--- src/rtl/multicycle_decoder_pkg.sv ---
// Shared encodings for the multicycle ARM control decoder.
package multicycle_decoder_pkg;

  // Main FSM state encodings; 10..15 are illegal and recover to FETCH.
  typedef enum logic [3:0] {
    S_FETCH    = 4'd0,
    S_DECODE   = 4'd1,
    S_MEMADR   = 4'd2,
    S_MEMREAD  = 4'd3,
    S_MEMWB    = 4'd4,
    S_MEMWRITE = 4'd5,
    S_EXECUTER = 4'd6,
    S_EXECUTEI = 4'd7,
    S_ALUWB    = 4'd8,
    S_BRANCH   = 4'd9
  } state_t;

  // ALUControl codes
  localparam logic [1:0] ALU_ADD = 2'b00;
  localparam logic [1:0] ALU_SUB = 2'b01;
  localparam logic [1:0] ALU_AND = 2'b10;
  localparam logic [1:0] ALU_ORR = 2'b11;

  // ResultSrc select codes
  localparam logic [1:0] RES_ALUOUT    = 2'b00;
  localparam logic [1:0] RES_DATA      = 2'b01;
  localparam logic [1:0] RES_ALURESULT = 2'b10;

  // ALUSrcB select codes
  localparam logic [1:0] SRCB_RD2    = 2'b00;
  localparam logic [1:0] SRCB_EXTIMM = 2'b01;
  localparam logic [1:0] SRCB_FOUR   = 2'b10;

  // Op field codes (Op=11 is undefined)
  localparam logic [1:0] OP_DP  = 2'b00;
  localparam logic [1:0] OP_MEM = 2'b01;
  localparam logic [1:0] OP_BR  = 2'b10;

  // Data-processing cmd codes
  localparam logic [3:0] CMD_ADD = 4'b0100;
  localparam logic [3:0] CMD_SUB = 4'b0010;
  localparam logic [3:0] CMD_AND = 4'b0000;
  localparam logic [3:0] CMD_ORR = 4'b1100;
  localparam logic [3:0] CMD_CMP = 4'b1010;

  // Commands whose result also updates the carry/overflow flags.
  function automatic logic cmd_is_arith(input logic [3:0] cmd);
    return (cmd == CMD_ADD) || (cmd == CMD_SUB) || (cmd == CMD_CMP);
  endfunction

endpackage

--- src/rtl/multicycle_decoder_alu_decoder.sv ---
// Combinational ALU decoder: ALU operation, flag-write enables and CMP write suppression.
module alu_decoder
  import multicycle_decoder_pkg::*;
(
  input  logic [5:0] funct,
  input  logic [1:0] op,
  input  logic       alu_op,
  output logic [1:0] alu_control,
  output logic [1:0] flag_w,
  output logic       no_write
);

  logic [3:0] cmd;
  logic       funct_i_unused;

  assign cmd            = funct[4:1];
  // The immediate bit only steers the FSM, not the ALU operation.
  assign funct_i_unused = funct[5];

  // NoWrite depends only on the instruction, so it stays valid through ALUWB.
  assign no_write = (op == OP_DP) && (cmd == CMD_CMP);

  // Decode the ALU operation and flag enables when the FSM requests an ALU op.
  always_comb begin
    alu_control = ALU_ADD;
    flag_w      = 2'b00;
    if (alu_op) begin
      case (cmd)
        CMD_ADD: alu_control = ALU_ADD;
        CMD_SUB: alu_control = ALU_SUB;
        CMD_AND: alu_control = ALU_AND;
        CMD_ORR: alu_control = ALU_ORR;
        CMD_CMP: alu_control = ALU_SUB;
        default: alu_control = ALU_ADD;
      endcase
      case (cmd)
        CMD_ADD, CMD_SUB, CMD_AND, CMD_ORR, CMD_CMP:
          flag_w = {funct[0], funct[0] & cmd_is_arith(cmd)};
        default:
          flag_w = 2'b00;
      endcase
    end
  end

endmodule

--- src/rtl/multicycle_decoder.sv ---
// Control decoder for the multicycle ARM datapath: main FSM, PC logic and output decode.
//
// state    | meaning
// ---------+-------------------------------------------------
// FETCH    | load IR, PC <= PC+4
// DECODE   | read registers, precompute PC+8
// MEMADR   | compute memory address (base + imm)
// MEMREAD  | read data memory at ALUOut
// MEMWB    | write loaded data to Rd
// MEMWRITE | write RD2 to memory at ALUOut
// EXECUTER | data-processing with register operand
// EXECUTEI | data-processing with immediate operand
// ALUWB    | write ALU result to Rd
// BRANCH   | PC <= PC+8+imm
module multicycle_decoder
  import multicycle_decoder_pkg::*;
(
  input  logic       Clk,
  input  logic       Reset,
  input  logic [1:0] Op,
  input  logic [5:0] Funct,
  input  logic [3:0] Rd,
  output logic [3:0] State,
  output logic       IRWrite,
  output logic       NextPC,
  output logic       AdrSrc,
  output logic       ALUSrcA,
  output logic [1:0] ALUSrcB,
  output logic [1:0] ResultSrc,
  output logic [1:0] ImmSrc,
  output logic [1:0] RegSrc,
  output logic [1:0] ALUControl,
  output logic [1:0] FlagW,
  output logic       PCS,
  output logic       RegW,
  output logic       MemW,
  output logic       NoWrite
);

  state_t state_q;
  state_t state_d;
  logic   alu_op;
  logic   branch;
  logic   irwrite_s;
  logic   nextpc_s;
  logic   regw_s;
  logic   memw_s;

  // State register; reset abandons any instruction in flight.
  always_ff @(posedge Clk or posedge Reset) begin
    if (Reset) state_q <= S_FETCH;
    else       state_q <= state_d;
  end

  // Next-state logic; illegal encodings fall through to FETCH.
  always_comb begin
    state_d = S_FETCH;
    case (state_q)
      S_FETCH:  state_d = S_DECODE;
      S_DECODE: begin
        case (Op)
          OP_MEM:  state_d = S_MEMADR;
          OP_DP:   state_d = Funct[5] ? S_EXECUTEI : S_EXECUTER;
          OP_BR:   state_d = S_BRANCH;
          default: state_d = S_FETCH;
        endcase
      end
      S_MEMADR:   state_d = Funct[0] ? S_MEMREAD : S_MEMWRITE;
      S_MEMREAD:  state_d = S_MEMWB;
      S_MEMWB:    state_d = S_FETCH;
      S_MEMWRITE: state_d = S_FETCH;
      S_EXECUTER: state_d = S_ALUWB;
      S_EXECUTEI: state_d = S_ALUWB;
      S_ALUWB:    state_d = S_FETCH;
      S_BRANCH:   state_d = S_FETCH;
      default:    state_d = S_FETCH;
    endcase
  end

  // Moore output decode; strobes are suppressed while Reset is held so that
  // the FETCH state seen during reset cannot load the IR or advance the PC.
  always_comb begin
    irwrite_s = 1'b0;
    nextpc_s  = 1'b0;
    AdrSrc    = 1'b0;
    ALUSrcA   = 1'b0;
    ALUSrcB   = SRCB_RD2;
    ResultSrc = RES_ALUOUT;
    regw_s    = 1'b0;
    memw_s    = 1'b0;
    alu_op    = 1'b0;
    branch    = 1'b0;
    case (state_q)
      S_FETCH: begin
        irwrite_s = 1'b1;
        nextpc_s  = 1'b1;
        ALUSrcA   = 1'b1;
        ALUSrcB   = SRCB_FOUR;
        ResultSrc = RES_ALURESULT;
      end
      S_DECODE: begin
        ALUSrcA   = 1'b1;
        ALUSrcB   = SRCB_FOUR;
        ResultSrc = RES_ALURESULT;
      end
      S_MEMADR:   ALUSrcB = SRCB_EXTIMM;
      S_MEMREAD:  AdrSrc  = 1'b1;
      S_MEMWB: begin
        ResultSrc = RES_DATA;
        regw_s    = 1'b1;
      end
      S_MEMWRITE: begin
        AdrSrc = 1'b1;
        memw_s = 1'b1;
      end
      S_EXECUTER: alu_op = 1'b1;
      S_EXECUTEI: begin
        ALUSrcB = SRCB_EXTIMM;
        alu_op  = 1'b1;
      end
      S_ALUWB:    regw_s = 1'b1;
      S_BRANCH: begin
        ALUSrcB   = SRCB_EXTIMM;
        ResultSrc = RES_ALURESULT;
        branch    = 1'b1;
      end
      default: ;
    endcase
    if (Reset) begin
      irwrite_s = 1'b0;
      nextpc_s  = 1'b0;
      regw_s    = 1'b0;
      memw_s    = 1'b0;
      alu_op    = 1'b0;
      branch    = 1'b0;
    end
  end

  alu_decoder u_alu_decoder (
    .funct       (Funct),
    .op          (Op),
    .alu_op      (alu_op),
    .alu_control (ALUControl),
    .flag_w      (FlagW),
    .no_write    (NoWrite)
  );

  assign State   = state_q;
  assign IRWrite = irwrite_s;
  assign NextPC  = nextpc_s;
  assign RegW    = regw_s;
  assign MemW    = memw_s;
  assign ImmSrc  = Op;
  assign RegSrc  = {Op == OP_MEM, Op == OP_BR};
  // A write to R15 redirects the PC in the same cycle as the register write.
  assign PCS     = branch | (regw_s & (Rd == 4'hF));

endmodule

--- config.mk ---
export PLATFORM = sky130hd
export DESIGN_NAME = multicycle_decoder
export DESIGN_NICKNAME = d
export VERILOG_FILES = /design/src/rtl/multicycle_decoder_pkg.sv /design/src/rtl/multicycle_decoder_alu_decoder.sv /design/src/rtl/multicycle_decoder.sv
export SDC_FILE = /design/constraint.sdc
export NUM_CORES = 1
export LEC_CHECK = 0
export ABC_AREA = 1
export ABC_CLOCK_PERIOD_IN_PS = 1270
export BUFFER_PORTS_ARGS = -buffer_cell sky130_fd_sc_hd__buf_2
export CAP_MARGIN = 20
export CELL_PAD_IN_SITES_DETAIL_PLACEMENT = 0
export CELL_PAD_IN_SITES_GLOBAL_PLACEMENT = 1
export CORE_MARGIN = 3
export CORE_UTILIZATION = 22
export CTS_CLUSTER_SIZE = 24
export DETAILED_ROUTE_END_ITERATION = 6
export GPL_TIMING_DRIVEN = 0
export HOLD_SLACK_MARGIN = 0.06
export PLACE_DENSITY_LB_ADDON = 0.1
export SYNTH_ARGS = -nofsm -noshare
export SYNTH_HDL_FRONTEND = slang
export SYNTH_SLANG_ARGS = --single-unit
--- constraint.sdc ---
create_clock -name Clk -period 1.27 [get_ports Clk]
set_clock_uncertainty 0.05 [all_clocks]
set_input_delay 0.0635 -clock Clk [delete_from_list [all_inputs] [get_ports Clk]]
set_output_delay 0.0635 -clock Clk [all_outputs]
set_load 0.02 [all_outputs]
# Word-level counts from Yosys, hierarchy flattened

Cells that the tools add are included.

Reductions and logical operators: 14
Bitwise operators: 3
Multiplexer cells: 22
Equality and inequality tests: 16

Operators with widths:

| kind                 | count |
|---|---|
| $eq A4 B3 Y1 const B | 5 |
| $eq A4 B4 Y1 const B | 5 |
| $pmux W4 S5          | 1 |
| $mux W1              | 13 |
| $eq A4 B2 Y1 const B | 3 |
| $pmux W4 S3          | 1 |
| $reduce_or A2 Y1     | 5 |
| $logic_not A4 Y1     | 2 |
| $pmux W2 S2          | 2 |
| $mux W2              | 3 |
| $pmux W2 S3          | 1 |
| $reduce_or A3 Y1     | 2 |
| $reduce_or A5 Y1     | 1 |
| $eq A4 B1 Y1 const B | 1 |
| $mux W3              | 1 |
| $and A1 B1 Y1        | 2 |
| $eq A2 B1 Y1 const B | 1 |
| $eq A2 B2 Y1 const B | 1 |
| $logic_not A2 Y1     | 1 |
| $logic_or A1 B1 Y1   | 2 |
| $logic_and A1 B1 Y1  | 1 |
| $or A1 B1 Y1         | 1 |

Output and inout bits: 24
Bits in registers: 4

# Depth between registers and ports, before layout

Word-level depth: 6
Mapped depth: 6
Mapped depth without buffers: 6

# By module

A second synthesis with hierarchy kept.

Cell total of the unflattened synthesis: 80
Area, all modules: 491.7 um2

Modules (own cells, without submodules):

| module             | area each (um2) | times used | cells an instance | sequential area each (um2) |
|---|---|---|---|---|
| multicycle_decoder | 397.9           | 1          | 59                | 100.1 |
| alu_decoder        | 93.8            | 1          | 21                | 0.0 |

# Worst setup path before layout

No wires, ideal clock.

Kind: reg2out
From: reg state_q[2] (netlist: State[2])
To: out NextPC
Setup slack: -0.338 ns
Buffers on the path: 1
Required time: 1.156 ns
Arrival: 1.494 ns
Stages on the path, launching flop included: 5
Cells stage by stage: dfrtp_1 inv_2 nand2_1 nor3_1 buf_4

Word-level cells in the longest chain between the ends: 3

Ends and longest elaborated chain:

| element                | line                     | source |
|---|---|---|
| start, declared        | multicycle_decoder.sv:40 | `state_t state_q;` |
| start signal, assigned | multicycle_decoder.sv:52 | `else state_q <= state_d;` |
| $logic_not A4 Y1       | n/a                      |  |
| $mux W1 (2 in a row)   | n/a                      |  |
| end, declared          | multicycle_decoder.sv:25 | `output logic NextPC,` |

No other way between the ends.

# Worst setup path after layout

From: reg state_q[2] (netlist: State[2])
To: out NextPC

Word-level cells in the longest chain between the ends: 3

Ends and longest elaborated chain:

| element          | line                      | source |
|---|---|---|
| $logic_not A4 Y1 | multicycle_decoder.sv:93  | `case (state_q)` |
| $mux W1          | multicycle_decoder.sv:93  |  |
| $mux W1          | multicycle_decoder.sv:129 | `if (Reset) begin` |

No other way between the ends.

==> key figures <==
Finish
  – Area occupied by multi-input gates: 370 µm²
  – Filler cells: just under 200
  – Most common cell after layout, fill and taps aside: buf_2
  – Area delta synth->final: 107%
  – Register Area: ~110 µm²
  – Finished Core Util: 49.0%
  – Fin nets: between 150 and 200
  – Max reg flops: 4
  – Fraction of layout cells with a size suffix above 1: approximately three fifths
  – Number of diodes: 0
  – Most frequent cells in the layout: buf_2, nand2_1, buf_4

Logic synthesis
  – Syn Nets: between 100 and 150
  – Yosys warns: 0
  – Library cells used by synthesis: 16
  – Post-Syn Area: 469 µm²
  – Syn Inst Count: just under 90
  – Yosys reg bits: 4
  – Syn Area/Cell: between 5 and 6 µm²
  – Sequential area share after synthesis: a little over a fifth

Route
  – Vias post-DR: between 700 and 800
  – Post-DR vias/cell: 4.28
  – DRC: 0
  – Detailed-route wire length per cell: ~9.9 µm
  – Number of detailed-route iterations in the first pass: 5
  – Starting DRT DRC Count: 11
  – Routed wire length: around 1.6 mm
  – Final ANT Viol Nets: 0

Global route
  – Global Route Usage Sum: around an eighth
  – Largest net degree at the start of global routing: 7
  – GRT overflow: 0
  – First-pass GRT wire length: about 2.7 mm
  – Vias in the first global route: around 700
  – Initial antenna violation count: 0

Die
  – Std-Cell Rows: 16
  – Die X: 52.2 µm
  – I/O pin total: 38
  – Initial Utilization: a little under a quarter
  – Chip Height: 52.2 µm
  – Die area: roughly 2700 µm²
  – Core area: between 1500 and 2000 µm²

Place
  – Pre-CTS WS: approximately 0.034 ns
  – RD Place Congestion: ~0.83
  – IO buf count: 37
  – Dpl hpwl: between 1 and 1.5 mm

Power and ir drop
  – PwrDens: ~2200 nW/µm²
  – Pleak: around 0.54 nW
  – Peak supply drop: 1.08 mV

STA
  – Unrepaired setup endpoints after global routing: true
  – Final period util: 110%
  – Worst-case setup margin in the final layout: -0.132 ns
  – Worst slew pin tran: between 0.2 and 0.25 ns
  – Setup violators final: 12
  – Minimum clock period: around 1.4 ns
  – Slew headroom: between 80% and 90%
  – Final Hold Vio Count: 0
  – Max Slew Vio Count: 0
  – Fmax: between 700 and 800 MHz

Hold path
  – Hold WC Path Type: input port to flop

Clock network
  – Max Root-Sink Buffers: 2
  – CTS tree: done
  – Clock Latency Late Sink: 0.24 ns
  – Root Buffer Master: clkbuf_4
  – H-tree levels: 1
  – Clk sinks: 4
  – Num CTS Buffers: 3
  – Reg clk slew, reported paths: around 0.04 ns

Status
  – Failing checks: negative setup slack
  – Outcome: complete, but fails checks

Worst setup path
  – Worst EP required: ~1.2 ns
  – Max FO, Critical Path: 5
  – Critical path launch point type: flop
  – Worst setup EP type: output pin
  – Setup slack, reg-to-reg: around 0.18 ns
  – Arrival time worst endpoint: between 1 and 1.5 ns
  – CP Class: flop to output pin

Job
  – Max-Cap Viols: 0
==> final timing paths <==
check | cells past startpoint | to | from
hold / removal | 4 | State[3] | Op[0]
max in group asynchronous | 3 | State[0] | Reset
setup / recovery | 5 | NextPC | State[2]
min in group asynchronous | 3 | State[3] | Reset
setup reg to reg | 4 | State[2] | State[0]
hold reg to reg | 3 | State[1] | State[0]
==> critical path, cell delays in order (launching register included) <==
cell and delay (ns):
dfrtp_2 0.45, inv_4 0.11, nand2_2 0.10, nor3_4 0.15
buf_6 0.11, buf_4 0.12
==> cell usage after synthesis <==
cell / instances / area share [%]
nand2_1: 27 / 22
inv_1: 16 / 13
nor2_1: 16 / 13
nand3_1: 7 / 7.5
dfrtp_1: 4 / 21
buf_4: 3 / 4.8
nor2_2: 3 / 4.0
o21ai_0: 3 / 3.2
inv_2: 2 / 1.6
nand4_1: 2 / 2.7
and2_1: 1 / 1.3
nand2_2: 1 / 1.3
nor3_1: 1 / 1.1
o211ai_1: 1 / 1.6
o21ai_1: 1 / 1.1
o22ai_1: 1 / 1.3
==> area by class of cell <==
cell class                      instances  share of cell area [%]
Multi-Input combinational cell         64                    38.1
Timing Repair Buffer                   47                    34.7
Sequential cell                         4                    10.8
Inverter                               18                    7.47
Tap cell                               27                    3.48
Clock buffer                            4                    2.71
Buffer                                  3                    2.71
==> cell families after synthesis <==
group | count (synthesis) | share of synthesized area (%)
buffers and inverters | 21 | 19.2
AO/OA/AOI/OAI | 6 | 7.20
flip-flops | 4 | 21.3
AND/OR/NAND/NOR | 58 | 52.3
==> report_power, final <==
part | switching, mW | total (mW) | leakage, nW | internal (mW)
registers | 0.0765 | 0.268 | 0.0462 | 0.191
logic | 0.935 | 1.67 | 0.479 | 0.733
clock network | 0.0604 | 0.179 | 0.0150 | 0.118
total | 1.07 | 2.12 | 0.540 | 1.04
==> layer usage <==
metal | GRT usage, % | wire (µm) | up-vias
li1 | - | - | 369
met1 | 14.3 | 656 | 320
met2 | 23.8 | 885 | 23
met3 | 2.56 | 91 | 2
met4 | 6.38 | 12 | 0
met5 | 0 | 0 | -
==> timing repair <==
action | in CTS | in global routing
endpoints found under the hold margin | 5 | 0
setup endpoints to repair | 15 | 14
resized for setup | 26 | 28
pin swaps | 3 | 8
setup buffers | 7 | 1
hold buffers | 2 | 0
==> stage by stage <==
stage               instances  power (mW)  hold slack, ns  setup TNS [ns]  area [µm²]
CTS                       166        1.83          0.0726           -1.10         877
floorplan                  89       0.993          -0.196               0         490
global route              167        2.27           0.107           -1.91         971
detailed placement        153        1.32         0.00481               0         709
global placement          153        1.32         0.00816               0         709
finish                    167        2.12          0.0801          -0.917         971
No activity file was read; power rests on OpenSTA's default activity.
